<file path="config.mk">
export PLATFORM = sky130hd
export DESIGN_NAME = spi_slave_tx
export DESIGN_NICKNAME = d
export VERILOG_FILES = /design/src/rtl/spi_slave_tx.sv
export SDC_FILE = /design/constraint.sdc
export NUM_CORES = 1
export LEC_CHECK = 0
export ABC_AREA = 1
export BUFFER_PORTS_ARGS = -buffer_cell sky130_fd_sc_hd__buf_2
export CORE_ASPECT_RATIO = 0.7
export CORE_MARGIN = 3
export CORE_UTILIZATION = 34
export CTS_CLUSTER_DIAMETER = 80
export DETAILED_ROUTE_END_ITERATION = 6
export GPL_ROUTABILITY_DRIVEN = 1
export GPL_TIMING_DRIVEN = 0
export SYNTH_ARGS = -nofsm -noshare
export SYNTH_HDL_FRONTEND = slang
export SYNTH_SLANG_ARGS = --single-unit
export TNS_END_PERCENT = 50
</file>
<file path="constraint.sdc">
create_clock -name clk -period 2 [get_ports clk]
set_input_delay 0 -clock clk [delete_from_list [all_inputs] [get_ports clk]]
set_output_delay 0 -clock clk [all_outputs]
set_load 0.01 [all_outputs]
</file>
<file path="src/rtl/spi_slave_tx.sv">
// SPI slave transmit: word via tx_valid/tx_ready, shifted LSB-first on MISO during the next ss_n-low frame; pin-to-action 2-3 clk.
// tx_ready low while a word is pending or a frame is active; SPI_SLAVE_TX_HOLD_EN adds a one-deep hold register that frees tx_ready.
module spi_slave_tx #(
    parameter int                    DATA_WIDTH    = 8,
    parameter bit                    CPOL          = 1'b0,
    parameter bit                    CPHA          = 1'b0,
    parameter logic [DATA_WIDTH-1:0] UNDERRUN_WORD = 8'hFF
) (
    input  logic                  clk,
    input  logic                  rst,
    input  logic                  sclk,
    input  logic                  ss_n,
    input  logic [DATA_WIDTH-1:0] tx_data,
    input  logic                  tx_valid,
    output logic                  tx_ready,
    output logic                  miso,
    output logic                  miso_oe,
    output logic                  done,
    output logic                  underrun,
    output logic                  abort
);
    localparam int CW          = $clog2(DATA_WIDTH) + 1;
    localparam bit SAMPLE_RISE = (CPOL == CPHA);

    typedef enum logic [1:0] {IDLE, SHIFT, DONE, WAIT_HI} state_t;

    state_t                r_state;
    logic [2:0]            r_sclk_sync;
    logic [2:0]            r_ss_sync;
    logic [DATA_WIDTH-1:0] r_shreg;
    logic [CW-1:0]         r_bitcnt;
    logic                  r_miso;
    logic                  r_oe;
    logic                  r_done;
    logic                  r_underrun;
    logic                  r_abort;

    logic                  w_sclk_rise;
    logic                  w_sclk_fall;
    logic                  w_sample;
    logic                  w_shift;
    logic                  w_ss_n;
    logic                  w_ss_fall;
    logic                  w_ss_rise;
    logic                  w_start;
    logic                  w_accept;
    logic                  w_have;
    logic [DATA_WIDTH-1:0] w_frame_word;
    logic [DATA_WIDTH-1:0] w_entry_word;

    // Bit 0 is the first synchroniser stage, bit 2 the edge-detect history.
    always_ff @(posedge clk or posedge rst) begin
        if (rst) begin
            r_sclk_sync <= {3{CPOL}};
            r_ss_sync   <= 3'b111;
        end else begin
            r_sclk_sync <= {r_sclk_sync[1:0], sclk};
            r_ss_sync   <= {r_ss_sync[1:0], ss_n};
        end
    end

    assign w_sclk_rise = r_sclk_sync[1] & ~r_sclk_sync[2];
    assign w_sclk_fall = ~r_sclk_sync[1] & r_sclk_sync[2];
    assign w_sample    = SAMPLE_RISE ? w_sclk_rise : w_sclk_fall;
    assign w_shift     = SAMPLE_RISE ? w_sclk_fall : w_sclk_rise;
    assign w_ss_n      = r_ss_sync[1];
    assign w_ss_fall   = ~r_ss_sync[1] & r_ss_sync[2];
    assign w_ss_rise   = r_ss_sync[1] & ~r_ss_sync[2];
    assign w_start     = (r_state == IDLE) && w_ss_fall;
    assign w_accept    = tx_valid && tx_ready;

`ifdef SPI_SLAVE_TX_HOLD_EN
    logic [DATA_WIDTH-1:0] r_hold;
    logic                  r_hold_full;

    assign tx_ready     = !r_hold_full;
    assign w_have       = r_hold_full;
    assign w_frame_word = r_hold;

    // A word accepted on the frame-start clock stays held for the following frame.
    always_ff @(posedge clk or posedge rst) begin
        if (rst) begin
            r_hold      <= '0;
            r_hold_full <= 1'b0;
        end else begin
            if (w_start && r_hold_full)
                r_hold_full <= 1'b0;
            if (w_accept) begin
                r_hold      <= tx_data;
                r_hold_full <= 1'b1;
            end
        end
    end
`else
    logic r_loaded;

    assign tx_ready     = (r_state == IDLE) && !r_loaded && w_ss_n;
    assign w_have       = r_loaded;
    assign w_frame_word = r_shreg;
`endif

    assign w_entry_word = w_have ? w_frame_word : UNDERRUN_WORD;

    always_ff @(posedge clk or posedge rst) begin
        if (rst) begin
            r_state    <= IDLE;
            r_shreg    <= '0;
            r_bitcnt   <= '0;
            r_miso     <= 1'b0;
            r_oe       <= 1'b0;
            r_done     <= 1'b0;
            r_underrun <= 1'b0;
            r_abort    <= 1'b0;
`ifndef SPI_SLAVE_TX_HOLD_EN
            r_loaded   <= 1'b0;
`endif
        end else begin
            r_done     <= 1'b0;
            r_underrun <= 1'b0;
            r_abort    <= 1'b0;
`ifndef SPI_SLAVE_TX_HOLD_EN
            if (w_accept) begin
                r_shreg  <= tx_data;
                r_loaded <= 1'b1;
            end
`endif
            case (r_state)
                IDLE: begin
                    r_oe   <= 1'b0;
                    r_miso <= 1'b0;
                    if (w_start) begin
                        r_shreg    <= w_entry_word;
                        r_miso     <= w_entry_word[0];
                        r_oe       <= 1'b1;
                        r_bitcnt   <= '0;
                        r_underrun <= !w_have;
`ifndef SPI_SLAVE_TX_HOLD_EN
                        r_loaded   <= 1'b0;
`endif
                        r_state    <= SHIFT;
                    end
                end
                SHIFT: begin
                    if (w_ss_rise) begin
                        r_abort <= 1'b1;
                        r_oe    <= 1'b0;
                        r_miso  <= 1'b0;
                        r_state <= IDLE;
                    end else if (w_sample) begin
                        r_bitcnt <= r_bitcnt + CW'(1);
                        if (r_bitcnt == CW'(DATA_WIDTH - 1))
                            r_state <= DONE;
                    end else if (w_shift && (r_bitcnt != '0)) begin
                        // No shift before the first sample: CPHA=1 leading edge is a no-op.
                        r_shreg <= {1'b0, r_shreg[DATA_WIDTH-1:1]};
                        r_miso  <= r_shreg[1];
                    end
                end
                DONE: begin
                    r_done  <= 1'b1;
                    r_state <= WAIT_HI;
                end
                WAIT_HI: begin
                    if (w_ss_n) begin
                        r_oe    <= 1'b0;
                        r_miso  <= 1'b0;
                        r_state <= IDLE;
                    end
                end
                default: r_state <= IDLE;
            endcase
        end
    end

    assign miso     = r_miso;
    assign miso_oe  = r_oe;
    assign done     = r_done;
    assign underrun = r_underrun;
    assign abort    = r_abort;
endmodule

</file>
==> flow_summary.toml <==
[hold_path]
hp-start = "tx_data[7]"
min_path_type = "input pin to flop"
hold_depth = 4
hold-path-endpoint = "r_shreg[7]"

[floorplanning]
core_um2 = 3739
fp-row-count = 18
boundaryPins = 19
die_area_um2 = 4964
initial_core_util_pct = 37.68
die_x_um = 82.94
die_h_um = 59.86

[clock_tree]
insertion_delay_ns = 0.27
cts_sinks = 26
clock_path_buffers = 2
cts_tree = "yes"
postCtsSetupBuffers = 0
cts_made_buffers = 3
h-tree-depth = 1
path_clk_slew_ns = 0.09
clockRootBuffer = "clkbuf_8"

[route]
routedWlPerCell_um = 11.05
highest_layer = "met4"
ant_nets = 0
drt_iter0_drc = 32
drc = 0
vias = 1135
routed-wl-met2_um = 1206
wl_um = 2863
met1Wirelength_um = 1511
drtPass1Iterations = 4
wl_met3_um = 114
avgViaCountPerCell = 4.382

[worst_setup_path]
cp.required_ns = 2.16
r2r_end = "r_shreg[6]"
critPathLaunchType = "flop"
path_delay_family = "simple AND/OR/NAND/NOR gates"
crit_arrival_ns = 1.92
worst-path-buf-inv = 2
cp-startpoint = "r_state[0]"
cp_max_fo = 9
cp_cell_sequence = "inv_1 > ha_2 > nand3_1 > inv_2 > nand2_1 > nor2_1 > a21oi_1"
slowest_stage = "dfrtp_1"
crit_type = "flop to flop"
reg2reg_depth = 7
worstSetupEndpointType = "flop"
reg2reg_slack_ns = 0.24
cpPeakStageDelay_ns = 0.42
rr_startpoint = "r_state[0]"

[place]
place_ws_ns = 0.1962
postPlaceCellArea_um2 = 1562
place_congestion = 0.7996
place_inst = 252
dpl.hpwl_um = 2115
port_buffers = 18

[yosys]
yosys_most_used_dff = "dfrtp_1"
ys_seq_area_share_pct = 46.45
syn-num-nets = 204
synth_edf_count = 0
yosys_register_bits = 26
netlist_top_cells_area = "dfrtp_1, nand2_1, nor2_1"
async_reset_ff_share_pct = 100.0
synth_cell_types = 22
avgSynthCellArea_um2 = 7.657
synth_area_leader_cell = "dfrtp_1"
syn_area_um2 = 1409
netlist_instances = 184
yosysWarnings = 0
synth_top_area_share_pct = 40.85

[layout]
final_common_cell = "nand2_1"
final_cell_mix = "nand2_1, nor2_1, inv_1, dfrtp_1, buf_2"
postLayoutCellArea_um2 = 1665
layout.nets = 230
layout.cells.non_filler = 259
area_growth_pct = 18.21
post-route-util_pct = 44.54
diodes = 0
drive_above_1_share_pct = 17.70

[grt]
antenna_found_initial = 0
grt_max_degree = 27
grt_pass1_wl_um = 4947
grt_overflow_total = 0
grt_use_total_pct = 12.70
grt_pass1_vias = 1068

[sta]
fin_crit_ns = 1.759
rsz0062_at_grt = "no"
slew_viol_final = 0
timing.final.ws_setup_ns = 0.2412
fin_crit_sh_pct = 87.94
hold_viol_final = 0
max_slew_margin_pct = 36.19
worstMarginPinSlew_ns = 0.9561
finClkSkew_ns = 0.002542
setup_viol = 0
fin_tns_setup_ns = 0
fmax_mhz = 568.6

[pwr]
p_leak_nw = 0.9040
powerDensity_nw_per_um2 = 1367
ir_drop_v = 0.0005008

[outcome]
status = "completed"

[run]
cap_viol_max_count = 0
metrics by stage:
step           total power [mW]  hold slack (ns)
6_report                  2.276          0.03412
2_1_floorplan             1.601         0.004478
3_3_place_gp              1.833           0.1052
5_1_grt                   2.528          0.06194
3_5_place_dp              1.847           0.1085
4_1_cts                   2.296          0.03417
power breakdown:
group	switching [mW]	leakage [nW]	internal [mW]
Sequential	0.108	0.326	0.691
Clock	0.160	0.0357	0.268
Combinational	0.670	0.543	0.380
routing by layer:
layer / up-vias / GRT usage [%]
li1: 617 / -
met1: 495 / 17.33
met2: 19 / 19.75
met3: 4 / 3.857
met4: 0 / 3.497
met5: - / 0
logic make-up (layout without fill, tap and decap cells):
logic type	after synthesis	after routing	share of synthesized area, %
buf+inv	27	52	7.549
simple gates	100	100	30.82
compound gates	23	23	8.348
flops	26	26	46.45
fa+ha+maj	7	7	6.216
xor+xnor	1	1	0.6218
synthesized netlist by cell type, types with 2 or more instances:
library cell	number
a21oi_1	15
dfrtp_1	23
dfstp_2	3
ha_1	7
inv_1	23
inv_2	2
nand2_1	55
nand3_1	9
nor2_1	27
nor2_2	2
o21ai_0	7
sequential cells by signal, indices dropped and copies added, names as in the netlist, 3 cells and up, named ones only:
signal	count
r_bitcnt	4
r_sclk_sync	3
r_shreg	8
r_ss_sync	3
area by class of cell:
cell class / instances / area (um2)
inverters: 26 / 98.84
clock buffers: 3 / 41.29
fillers: 409 / 2073
clock inverters: 1 / 30.03
repair buffers: 21 / 120.1
well taps: 50 / 62.56
plain buffers: 1 / 7.507
multi-input cells: 131 / 650.6
flip-flops and latches: 26 / 654.4
worst max path at each step:
stage / endpoint / slack (ns) / depth (start not counted)
after CTS: r_shreg[6] / 0.17 / 7
after global placement: r_shreg[2] / 0.19 / 7
final: r_shreg[6] / 0.24 / 7
after detailed placement: r_shreg[6] / 0.20 / 7
after floorplan: r_shreg[7] / 0.47 / 6
after global routing: r_shreg[2] / 0.04 / 7
what timing repair did:
| action | CTS | global route |
|---|---|---|
| hold endpoints to repair | 25 | 0 |
| hold buffers | 3 | 0 |
| setup endpoints to repair | 0 | 5 |
| gates resized for setup | 0 | 1 |
worst register-to-register path, delay by kind of cell, from the launching register on:
kind / cells / cell delay, ns
buffers and inverters: 2 / 0.35
adder cells (fa/ha/maj): 1 / 0.30
AND/OR/NAND/NOR: 3 / 0.52
flip-flops: 1 / 0.42
AO/OA/AOI/OAI: 1 / 0.05
(Power assumes the default switching activity.)
